File: config.mk
export PLATFORM = sky130hd
export DESIGN_NAME = instr_fetch
export DESIGN_NICKNAME = d
export VERILOG_FILES = /design/src/rtl/instr_fetch.sv
export SDC_FILE = /design/constraint.sdc
export NUM_CORES = 1
export LEC_CHECK = 0
export BUFFER_PORTS_ARGS = -buffer_cell sky130_fd_sc_hd__buf_4
export CORE_ASPECT_RATIO = 0.6
export CORE_MARGIN = 2
export CORE_UTILIZATION = 55
export CTS_CLUSTER_DIAMETER = 150
export DETAILED_ROUTE_END_ITERATION = 7
export GPL_TIMING_DRIVEN = 0
export PLACE_DENSITY = 0.82
export SLEW_MARGIN = 20
export SYNTH_ARGS = -nofsm -noshare
export SYNTH_HDL_FRONTEND = slang
export SYNTH_SLANG_ARGS = --single-unit
export TNS_END_PERCENT = 30
File: constraint.sdc
create_clock -name clk -period 3.4 [get_ports clk]
set_input_delay 0.51 -clock clk [delete_from_list [all_inputs] [get_ports clk]]
set_output_delay 0.51 -clock clk [all_outputs]
set_load 0.01 [all_outputs]
File: src/rtl/instr_fetch.sv
// Instruction fetch stage: PC sequencing, imem handshake and IF/ID register.
// Holds an early-returned word under stall and drops words orphaned by redirects.
module instr_fetch #(
   parameter logic [31:0] RESET_PC  = 32'h0000_0000,
   parameter logic [31:0] NOP_INSTR = 32'h0000_0013
) (
   input  logic        clk,
   input  logic        reset,
   input  logic        branch_jump_signal,
   input  logic [31:0] branch_target,
   input  logic        busywait,
   input  logic        hazard_stall,
   output logic        i_mem_read,
   output logic [31:0] i_mem_address,
   input  logic [31:0] i_mem_readdata,
   input  logic        i_mem_busywait,
   output logic [31:0] pc_out,
   output logic [31:0] pc_4_out,
   output logic [31:0] instruction_out,
   output logic        valid_out
);

   typedef enum logic [1:0] {
      S_FETCH   = 2'd0,
      S_HOLD    = 2'd1,
      S_DISCARD = 2'd2
   } state_t;

   state_t      r_state;
   state_t      w_state_nxt;

   logic [31:0] r_pc;
   logic [31:0] r_buf_instr;
   logic [31:0] r_redirect_pc;
   logic [31:0] r_pc_out;
   logic [31:0] r_pc_4_out;
   logic [31:0] r_instr_out;
   logic        r_valid_out;

   logic [31:0] w_pc_nxt;
   logic [31:0] w_buf_nxt;
   logic [31:0] w_redir_nxt;
   logic [31:0] w_pc_out_nxt;
   logic [31:0] w_pc_4_out_nxt;
   logic [31:0] w_instr_nxt;
   logic        w_valid_nxt;

   logic        w_stall;
   logic        w_redirect;
   logic [31:0] w_target;
   logic [31:0] w_pc_4;

   assign w_stall    = busywait | hazard_stall;
   assign w_redirect = branch_jump_signal;
   assign w_target   = branch_target & 32'hFFFF_FFFC;
   assign w_pc_4     = r_pc + 32'd4;

   // State register
   always_ff @(posedge clk or negedge reset) begin
      if (!reset) begin
         r_state <= S_FETCH;
      end else begin
         r_state <= w_state_nxt;
      end
   end

   // Next-state logic
   always_comb begin
      w_state_nxt = r_state;
      unique case (r_state)
         S_FETCH: begin
            if (w_redirect) begin
               w_state_nxt = i_mem_busywait ? S_DISCARD : S_FETCH;
            end else if (w_stall) begin
               w_state_nxt = i_mem_busywait ? S_FETCH : S_HOLD;
            end else begin
               w_state_nxt = S_FETCH;
            end
         end
         S_HOLD: begin
            if (w_redirect) begin
               w_state_nxt = S_FETCH;
            end else if (w_stall) begin
               w_state_nxt = S_HOLD;
            end else begin
               w_state_nxt = S_FETCH;
            end
         end
         S_DISCARD: begin
            w_state_nxt = i_mem_busywait ? S_DISCARD : S_FETCH;
         end
         default: begin
            w_state_nxt = S_FETCH;
         end
      endcase
   end

   // Output / datapath next-value logic
   always_comb begin
      w_pc_nxt       = r_pc;
      w_buf_nxt      = r_buf_instr;
      w_redir_nxt    = r_redirect_pc;
      w_pc_out_nxt   = r_pc_out;
      w_pc_4_out_nxt = r_pc_4_out;
      w_instr_nxt    = r_instr_out;
      w_valid_nxt    = r_valid_out;
      unique case (r_state)
         S_FETCH: begin
            if (w_redirect) begin
               w_pc_out_nxt   = 32'd0;
               w_pc_4_out_nxt = 32'd0;
               w_instr_nxt    = NOP_INSTR;
               w_valid_nxt    = 1'b0;
               if (i_mem_busywait) begin
                  w_redir_nxt = w_target;
               end else begin
                  w_pc_nxt = w_target;
               end
            end else if (w_stall) begin
               if (!i_mem_busywait) begin
                  w_buf_nxt = i_mem_readdata;
               end
            end else if (i_mem_busywait) begin
               w_pc_out_nxt   = 32'd0;
               w_pc_4_out_nxt = 32'd0;
               w_instr_nxt    = NOP_INSTR;
               w_valid_nxt    = 1'b0;
            end else begin
               w_pc_out_nxt   = r_pc;
               w_pc_4_out_nxt = w_pc_4;
               w_instr_nxt    = i_mem_readdata;
               w_valid_nxt    = 1'b1;
               w_pc_nxt       = w_pc_4;
            end
         end
         S_HOLD: begin
            if (w_redirect) begin
               w_pc_out_nxt   = 32'd0;
               w_pc_4_out_nxt = 32'd0;
               w_instr_nxt    = NOP_INSTR;
               w_valid_nxt    = 1'b0;
               w_pc_nxt       = w_target;
            end else if (!w_stall) begin
               w_pc_out_nxt   = r_pc;
               w_pc_4_out_nxt = w_pc_4;
               w_instr_nxt    = r_buf_instr;
               w_valid_nxt    = 1'b1;
               w_pc_nxt       = w_pc_4;
            end
         end
         S_DISCARD: begin
            // The outstanding word belongs to the old path; it is never used.
            w_pc_out_nxt   = 32'd0;
            w_pc_4_out_nxt = 32'd0;
            w_instr_nxt    = NOP_INSTR;
            w_valid_nxt    = 1'b0;
            if (i_mem_busywait) begin
               if (w_redirect) begin
                  w_redir_nxt = w_target;
               end
            end else begin
               w_pc_nxt = w_redirect ? w_target : r_redirect_pc;
            end
         end
         default: begin
            w_pc_nxt = r_pc;
         end
      endcase
   end

   always_ff @(posedge clk or negedge reset) begin
      if (!reset) begin
         r_pc          <= RESET_PC;
         r_buf_instr   <= 32'd0;
         r_redirect_pc <= 32'd0;
         r_pc_out      <= 32'd0;
         r_pc_4_out    <= 32'd0;
         r_instr_out   <= NOP_INSTR;
         r_valid_out   <= 1'b0;
      end else begin
         r_pc          <= w_pc_nxt;
         r_buf_instr   <= w_buf_nxt;
         r_redirect_pc <= w_redir_nxt;
         r_pc_out      <= w_pc_out_nxt;
         r_pc_4_out    <= w_pc_4_out_nxt;
         r_instr_out   <= w_instr_nxt;
         r_valid_out   <= w_valid_nxt;
      end
   end

   // The request is gated by reset so it drops asynchronously.
   assign i_mem_read      = reset & (r_state != S_HOLD);
   assign i_mem_address   = r_pc;
   assign pc_out          = r_pc_out;
   assign pc_4_out        = r_pc_4_out;
   assign instruction_out = r_instr_out;
   assign valid_out       = r_valid_out;

endmodule

==> impl_metrics.toml <==
[status]
outcome = "complete, no violations"

[sta]
worstMarginPinSlew_ns = 0.759
clock.fmax_mhz = 324
clock_skew_ns = 0.0113
hold_violations = 0
setup-violations-final = 0
finalCritPeriodShare_pct = 90.8
timing.final.ws_setup_ns = 0.314
max_slew_margin_pct = 49.4
fin_tns_setup_ns = 0
rsz0062_at_grt = "no"
timing.hold.ws_ns = 0.323
fin_crit_ns = 3.09
slew_viol_final = 0

[synthesis]
ys_seq_area_share_pct = 55.8
yosys_register_bits = 193
ys.flop_type = "dfrtp_1"
avgSynthCellArea_sq_um = 10.9
syn_inst = 792
synth_top_area_share_pct = 54.9
yosys-top-cells-area = "dfrtp_1 55%, mux2_2 8.1%, o21ai_0 4.4%"
synth_cell_type_count = 55
yosysWarnings = 0
synth_top_cell_by_area = "dfrtp_1"
netlist_area_sq_mm = 0.00867
synth_edf_count = 0
async_flop_share_pct = 100
synth_fp_nets = 867

[route]
drc = 0
via_per_inst = 6.22
post_drt_wl_per_cell_um = 21.2
dr.pass1.iters = 8
wl_um = 26000
dr_total_vias = 7626
drtIter0Drc = 917
ant_nets = 0

[finish]
multi_input_area_sq_mm = 0.00353
final.fill_count = 1096
diodes = 0
fin_util_pct = 71.9
nets = 1086
layout-area-overhead-vs-synth_pct = 27.6
final_common_cell = "buf_4"
layout_common_cells = "198 x buf_4, 190 x dfrtp_1, 89 x nand2_1"
layout.cells.non_filler = 1227
seqCellArea_sq_mm = 0.00483
final_layout_size_suffix_gt1_share_pct = 32.1

[critical_path]
cp_slowest_stage_delay_ns = 0.57
path_delay_family = "buffers and inverters"
required_ns = 2.89
crit_arrival_ns = 2.58
cpMaxStageDelayCell = "dlygate4sd3_1"
critPathKind = "input pin to output port"
crit_path_frequent_cell = "buf_16"
crit_path_start_kind = "input pin"
critPathBufInv = 5
crit_chain = "dlygate4sd3_1 > buf_8 > buf_16 > buf_16 > nor2b_1 > buf_4"
end_kind = "output port"
worst-path-max-fanout = 82

[clocking]
root_buffer = "clkbuf_16"
postCtsSetupBuffers = 0
cts_buffers = 17
clock_path_buffers = 2
hold_buffers = 1
htreeDepth = 4
path_clk_slew_ns = 0.07
cts_tree = "done"
cts_sinks = 193
cts_resized = 0
clk_latency_ns = 0.43

[global_route]
grt_pass1_vias = 7291
grt_antenna_before_repair = 0
grt_pass1_wl_um = 40400
grt_max_degree = 83
grt-ovfl-total = 0
track_usage_pct = 31.1

[power_and_ir_drop]
p_seq_share_pct = 45.4
leakagePower_nw = 5.06
combinationalPowerShare_pct = 26.8
ir_drop_mv = 0.344
power.internal_mw = 4.66
powerDensity_mw_per_mm2 = 643
switching_share_pct = 34.4
p_clk_share_pct = 27.8
p_switching_mw = 2.44

[floorplanning]
fp-row-count = 35
start_util_pct = 56.4
die_y_um = 101
die_w_um = 166
die_area_sq_mm = 0.0168
ios = 200
core_sq_mm = 0.0154

[placement]
placedCellCount = 1194
numPortBuffers = 197
place_congestion = 0.900
hpwl_um = 18700
pre_cts_slack_ns = 0.751

[flow_run]
drv_cap = 0

[worst_hold_path]
min_path_type = "input pin to flop"
## power groups by stage
stage               logic [mW]  clock network, mW  registers, mW
finish                    1.90               1.98           3.23
global route              2.05               2.09           3.28
CTS                       1.89               1.99           3.21
detailed placement        1.87                  0           3.24
global placement          1.81                  0           3.21
floorplan                0.920                  0           3.24
## Yosys cell counts (5+ instances only)
| master | count |
|---|---|
| clkbuf_1 | 33 |
| a21oi_1 | 21 |
| buf_2 | 18 |
| buf_1 | 5 |
| a222oi_1 | 6 |
| nand2_1 | 89 |
| o21ai_0 | 77 |
| o2bb2ai_1 | 10 |
| mux2_2 | 62 |
| nor2_1 | 29 |
| nor3_1 | 6 |
| a22o_1 | 34 |
| o31a_1 | 7 |
| a22oi_1 | 39 |
| xnor2_1 | 19 |
| and3_1 | 12 |
| inv_1 | 14 |
| xor2_1 | 9 |
| dfrtp_1 | 190 |
| ha_1 | 5 |
| nand3_1 | 17 |
| o21ai_1 | 26 |
| o22ai_1 | 7 |
| nand4_1 | 6 |
## cell type report
type / instances / area share, %
sequential: 193 / 43.7
clock buffer: 18 / 3.97
buffer: 59 / 2.29
multi-input combinational: 526 / 31.9
timing repair buffer: 200 / 14.0
inverter: 14 / 0.475
tap: 203 / 2.30
clock inverter: 14 / 1.32
## flip-flops by register name, indices dropped and copies added (netlist names)
| signal | cells |
|---|---|
| i_mem_address | 32 |
| instruction_out | 32 |
| pc_out | 32 |
| r_buf_instr | 32 |
| r_redirect_pc | 32 |
| pc_4_out | 30 |
| r_state | 2 |
| valid_out | 1 |
## metrics by stage
stage	instance area [sq um]	power, mW
after floorplan	8670	4.16
after global placement	10400	5.02
after detailed placement	10500	5.11
after CTS	11100	7.09
after global routing	11100	7.42
final	11100	7.11
## kinds of logic (layout without fill, tap and decap cells)
kind of cell | after synthesis | count (layout) | synth area share (%)
AO/OA/AOI/OAI | 242 | 242 | 18.4
XOR/XNOR | 28 | 28 | 2.83
adder cells (fa/ha/maj) | 5 | 5 | 0.722
buffers and inverters | 73 | 305 | 3.52
flip-flops | 193 | 193 | 55.8
multiplexers | 64 | 64 | 8.29
AND/OR/NAND/NOR | 187 | 187 | 10.5
## metal layers
metal  global-route usage [%]  vias up  wire length (um)  share of wire [%]
li1                         -     3307                 -                  -
met1                     47.2     3790             11500                 44
met2                     44.0      474             10800                 42
met3                     8.36       55              3080                 12
met4                     8.90        0               527                2.0
met5                        0        -                 0                  0
## path summary, 6_finish.rpt
check | depth (start not counted) | start | slack (ns) | to
setup reg to reg | 9 | r_state[0] | 0.70 | i_mem_address[27]
hold / removal | 2 | branch_target[9] | 0.32 | r_redirect_pc[9]
setup / recovery | 6 | reset | 0.31 | i_mem_read
max in group asynchronous | 4 | reset | 1.73 | instruction_out[0]
min in group asynchronous | 2 | reset | 0.54 | pc_out[11]
hold reg to reg | 2 | instruction_out[30] | 0.48 | instruction_out[30]
Note: power is estimated with default switching activity, not from simulation.
